File: config.mk
export PLATFORM = sky130hd
export DESIGN_NAME = prbs_popcount32
export DESIGN_NICKNAME = d
export VERILOG_FILES = /design/src/rtl/prbs_popcount32.sv
export SDC_FILE = /design/constraint.sdc
export NUM_CORES = 1
export LEC_CHECK = 0
export ABC_AREA = 1
export BUFFER_PORTS_ARGS = -buffer_cell sky130_fd_sc_hd__buf_4
export CORE_MARGIN = 2
export CORE_UTILIZATION = 25
export DETAILED_ROUTE_END_ITERATION = 12
export PLACE_DENSITY = 0.45
export REMOVE_ABC_BUFFERS = 1
export SLEW_MARGIN = 20
export SYNTH_ARGS = -nofsm -noshare
export SYNTH_HDL_FRONTEND = slang
export SYNTH_SLANG_ARGS = --single-unit
export TNS_END_PERCENT = 1
File: constraint.sdc
create_clock -name vclk -period 7.1
set_input_delay 1.42 -clock vclk [all_inputs]
set_output_delay 1.42 -clock vclk [all_outputs]
set_load 0.03 [all_outputs]
File: src/rtl/prbs_popcount32.sv
// Combinational population count of a 32-bit word (result 0..32).
module prbs_popcount32 (
  input  logic [31:0] i_data,
  output logic [5:0]  o_count
);

  // Sum of all set bits
  always_comb begin
    o_count = '0;
    for (int i = 0; i < 32; i++) begin
      o_count = o_count + 6'(i_data[i]);
    end
  end

endmodule

* Word level (Yosys, flattened, before mapping)
Index checks and enable logic that the tools add are counted.
Storage, ports and cells: register bits 0, input bits 32, output and inout bits 6, word-level logic and storage cells 31
Cells by class: add/subtract/negate cells 31
Operators by type and width (number):
- $add 6x1->6 | 26
- $add 5x1->6 | 1
- $add 4x1->5 | 1
- $add 3x1->4 | 1
- $add 2x1->3 | 1
- $add 1x1->2 | 1

* Longest topological paths before layout
Gate-level depths: netlist of run 1.
word-level depth 31, mapped depth 18

* Worst setup path after synthesis of run 1
Ideal clock, no wire load.
path type input to output, start point input port i_data[0], end point output port o_count[2], data arrival time 5655 ps, slack 25 ps, cell stages on the path 14, path buffers 0, cells stage by stage inv_1 -> fa_1 -> inv_1 -> fa_1 -> fa_1 -> fa_1 -> fa_1 -> inv_1 -> fa_1 -> inv_1 -> ha_1 -> inv_1 -> fa_1 -> xnor2_1
Between the ends: cells in the longest elaborated chain, start to end 31
RTL lines:
- start: declaration | RTL line 3 | input logic [31:0] i_data,
- $add 1x1->2 | RTL line 11 | o_count = o_count + 6'(i_data[i]);
- $add 2x1->3 | RTL line 11
- $add 3x1->4 | RTL line 11
- $add 4x1->5 | RTL line 11
- $add 5x1->6 | RTL line 11
- $add 6x1->6 (26 in series) | RTL line 11
- end: declaration | RTL line 4 | output logic [5:0] o_count
Every way passes these cells.

* Worst setup path after layout of run 1
start point input port i_data[0], end point output port o_count[4]
The elaborated chain is that of the path after synthesis.

==> impl_metrics.py, run 1 <==
metrics = {
    "worst_setup_path": {
        "end_kind": "output pin",
        "start_kind": "input pin",
        "worstPathMaxFanout": 2,
        "required_ns": 5.68,
        "path_class": "in -> out",
        "arrival_ns": 5.69,
    },
    "floorplan": {
        "die_x_um": 60.91,
        "coreArea_mm2": 0.003078,
        "row_count": 20,
        "initial_core_util_pct": 26.30,
        "die_h_um": 60.91,
        "io-pin-count": 38,
        "dieArea_mm2": 0.003709,
    },
    "finish": {
        "area_growth_pct": 43.74,
        "n_antenna_cell": 0,
        "sequential_cell_total": 0,
        "seq_area_um2": 0,
        "final_nets": 195,
        "drive_above_1_share_pct": 32.31,
        "n_clock_buffer": 0,
        "fill_cells": 328,
    },
    "outcome": {
        "outcome": "finished with violations",
        "violations": "negative setup slack",
    },
    "sta": {
        "fmax_ghz": 0.1406,
        "drv_slew": 0,
        "slew_headroom_pct": 86.08,
        "tightestPinTransition_ns": 0.2089,
        "hold_viol_final": 0,
        "grt_setup_unrepaired": "true",
        "fin_ws_ns": -0.01111,
        "period_needed_ns": 7.111,
        "fin_crit_sh_pct": 100.2,
        "setup_viol": 1,
    },
    "synth": {
        "synth_warnings": 0,
        "synth_area_um2": 809.5,
        "synth_simple_gate_area_share_pct": 10.36,
        "synth_compound_area_share_pct": 1.236,
        "synth_area_per_cell_um2": 8.896,
        "synthMuxAreaShare_pct": 0,
        "ys_seq_area_share_pct": 0,
        "ys_types": 9,
        "synth_top_family_by_area": "adder cells",
        "synth-xor-area-share_pct": 1.082,
        "synth_adder_area_share_pct": 70.17,
        "synth_cells": 91,
    },
    "drt": {
        "wl_per_cell_um": 7.678,
        "drt_drc_violations_left": 0,
        "antenna_left": 0,
        "met2_length_um": 646,
        "m1WireLength_um": 530,
        "vias": 647,
        "wl_met3_um": 159,
        "wirelength_mm": 1.336,
        "first_pass_iters": 4,
        "drt-vias-per-instance": 3.718,
        "detail_route.iter0.violations": 4,
        "dr.max_layer_used": "met3",
    },
    "run": {
        "cap_viol_max_count": 0,
    },
    "placed_design": {
        "dp_hpwl_mm": 1.400,
        "dpl_worst_slack_ns": -0.07447,
        "gp_congestion": 0.7014,
        "portBuffers": 38,
    },
    "clock_network": {
        "postCtsSetupBuffers": 0,
    },
    "global_route": {
        "grt_pass1_wl_mm": 2.228,
        "grt_start_max_net_pins": 7,
        "grt_pass1_vias": 604,
        "grt_remaining_overflow": 0,
        "antenna_found_initial": 0,
        "grt_use_total_pct": 7.515,
    },
    "min_path": {
        "hp-class": "in -> out",
    },
}
cells in the mapped netlist:
master,number,area [um^2]
fa_1,24,480.5
a21oi_1,2,10.01
nor2_1,2,7.510
inv_1,36,135.1
nand2_1,11,41.29
inv_2,1,3.750
ha_1,7,87.58
xnor2_1,1,8.760
nand3_1,7,35.03
cell families after synthesis:
| group | Yosys count |
|---|---|
| xor+xnor | 1 |
| fa+ha+maj | 31 |
| simple gates | 20 |
| compound gates | 2 |
| buf+inv | 37 |
layer usage:
layer,GRT usage [%],vias to the layer above
met3,1.279,0
met5,0,-
met4,0,0
met2,13.67,25
li1,-,330
met1,10.00,292
area by class of cell:
type | instances | area (um^2) | share of cell area (%)
repair buffers | 39 | 296.5 | 25.48
well taps | 44 | 55.05 | 4.731
multi-input cells | 54 | 673.1 | 57.85
inverters | 37 | 138.9 | 11.94
final timing paths:
check | cells past startpoint | start | endpoint
hold / removal | 3 | i_data[2] | o_count[0]
setup / recovery | 20 | i_data[0] | o_count[4]
stage by stage:
step,std cells,utilization (%),TNS (ns),hold slack [ns],area (um^2)
floorplan,91,-,0,3.110,809.5
CTS,174,37.68,-0.05182,3.188,1160
global route,174,37.80,-0.3423,3.194,1164
detailed placement,174,37.60,-0.07447,3.186,1157
finish,174,37.80,-0.01111,3.184,1164
global placement,174,37.60,-0.06035,3.180,1157
layout by cell type (no fill, tap or decap):
cell type,Yosys,final
nand3_1,7,7
inv_2,1,2
fa_1,24,23
inv_1,36,35
ha_1,7,7
a21oi_1,2,2
nand2_1,11,11
fa_2,0,1
xnor2_1,1,1
buf_6,0,1
buf_4,0,38
nor2_1,2,2
worst max-delay path: stages:
cell and delay, ns:
buf_4 0.07, inv_1 0.04, fa_1 0.53, inv_1 0.06
fa_1 0.50, fa_1 0.57, fa_1 0.44, fa_1 0.51
inv_1 0.05, fa_1 0.42, inv_1 0.07, ha_1 0.15
inv_1 0.05, fa_2 0.36, inv_2 0.06, nand2_1 0.04
nand2_1 0.06, nand3_1 0.06, nand2_1 0.08, buf_6 0.13
repair_timing:
item | CTS | global route
resized for setup | 1 | 2
pin swaps | 1 | 6
endpoints found under the setup margin | 1 | 5
hold buffers | 0 | 0
Power of run 1 is not shown: default switching activity piles up to over one toggle a cycle in this logic, so the estimate is an artifact.
==> run 2: changes to the inputs <==
==> constraint.sdc (replaced) <==
create_clock -name vclk -period 7.15
set_input_delay 1.43 -clock vclk [all_inputs]
set_output_delay 1.43 -clock vclk [all_outputs]
set_load 0.03 [all_outputs]
==> impl_metrics.py, run 2 (synthesis gave the netlist of run 1 again) <==
metrics = {
    "outcome": {
        "outcome": "complete, no violations",
    },
    "finish": {
        "stdcell_count": 174,
        "n_antenna_cell": 0,
        "final_nets": 195,
        "n_clock_buffer": 0,
        "sequential_cell_total": 0,
        "final_cell_area_mm2": 0.001164,
        "drive_above_1_share_pct": 32.31,
        "area_growth_pct": 43.74,
        "final_cell_mix": "buf_4 (38), inv_1 (35), fa_1 (23)",
        "final_common_cell": "buf_4",
        "seq_area_um2": 0,
        "fill_cells": 328,
        "multi_input_area_um2": 673.1,
    },
    "global_route": {
        "grt_start_max_net_pins": 7,
        "grt_use_total_pct": 7.515,
        "grt_pass1_vias": 604,
        "grt_pass1_wl_mm": 2.228,
        "antenna_found_initial": 0,
        "grt_remaining_overflow": 0,
    },
    "min_path": {
        "hold_depth": 3,
        "hold_end": "o_count[0]",
        "hp-class": "in -> out",
        "min_from": "i_data[2]",
    },
    "drt": {
        "detail_route.iter0.violations": 4,
        "drt-vias-per-instance": 3.718,
        "wirelength_mm": 1.330,
        "drt_drc_violations_left": 0,
        "antenna_left": 0,
        "vias": 647,
        "first_pass_iters": 4,
        "wl_per_cell_um": 7.644,
    },
    "sta": {
        "slew_headroom_pct": 86.08,
        "grt_setup_unrepaired": "true",
        "tightestPinTransition_ns": 0.2089,
        "period_needed_ns": 7.131,
        "fmax_ghz": 0.1402,
        "drv_slew": 0,
        "hold_ws_ns": 3.204,
        "hold_viol_final": 0,
        "setup_viol": 0,
        "fin_crit_sh_pct": 99.74,
    },
    "worst_setup_path": {
        "worstPathMaxFanout": 2,
        "startpoint": "i_data[0]",
        "path_class": "in -> out",
        "arrival_ns": 5.70,
        "start_kind": "input pin",
        "end_kind": "output pin",
        "required_ns": 5.72,
    },
    "floorplan": {
        "die_x_um": 60.91,
        "io-pin-count": 38,
        "row_count": 20,
        "die_h_um": 60.91,
        "dieArea_mm2": 0.003709,
        "initial_core_util_pct": 26.30,
        "coreArea_mm2": 0.003078,
    },
    "placed_design": {
        "dp_hpwl_mm": 1.400,
        "portBuffers": 38,
        "placed_cells": 174,
        "placed_area_mm2": 0.001157,
        "gp_congestion": 0.7014,
    },
    "clock_network": {
        "cts-hold-fix-buffers": 0,
    },
    "run": {
        "cap_viol_max_count": 0,
    },
}
==> run 2: cell counts in the layout (fill, tap and decap cells not counted) <==
No cell type changed its count.
==> run 2: final cells by class <==
type / instances / share of cell area, %
Multi-Input combinational cell: 54 / 57.85
Tap cell: 44 / 4.731
Timing Repair Buffer: 39 / 25.48
Inverter: 37 / 11.94
==> run 2: through the flow <==
step | setup WS, ns | setup TNS [ns] | util (%)
2_1_floorplan | 0.05501 | 0 | -
3_3_place_gp | -0.03035 | -0.03035 | 37.60
3_5_place_dp | -0.04447 | -0.04447 | 37.60
4_1_cts | -0.02182 | -0.02182 | 37.68
5_1_grt | -0.1818 | -0.2523 | 37.80
6_report | 0.01877 | 0 | 37.80
==> run 2: worst max-delay path, stage by stage <==
cell	delay, ns
buf_4	0.07
inv_1	0.04
fa_1	0.53
inv_1	0.06
fa_1	0.50
fa_1	0.57
fa_1	0.44
fa_1	0.51
inv_1	0.05
fa_1	0.42
inv_1	0.07
ha_1	0.15
inv_1	0.05
fa_2	0.36
inv_2	0.06
nand2_1	0.04
nand2_1	0.06
nand3_1	0.06
nand2_1	0.08
buf_6	0.13
==> run 2: timing repair <==
item	4_1_cts	5_1_grt
endpoints found under the setup margin	1	3
resized for setup	1	2
buffers inserted	0	0
pin swaps	1	5
==> run 2: worst max-delay path by stage <==
| stage | endpoint | cells after the start |
|---|---|---|
| global placement | o_count[4] | 20 |
| CTS | o_count[4] | 19 |
| detailed placement | o_count[4] | 19 |
| global route | o_count[4] | 20 |
| finish | o_count[4] | 20 |
| floorplan | o_count[2] | 14 |
==> run 2: routing by layer <==
metal / wire length [um] / part of all wire [%] / vias up / track usage, %
met1: 525 / 39 / 292 / 10.00
met4: 0 / 0 / 0 / 0
li1: - / - / 330 / -
met3: 159 / 12 / 0 / 1.279
met2: 646 / 49 / 25 / 13.67
met5: 0 / 0 / - / 0
Power of run 2 is left out for the same reason.
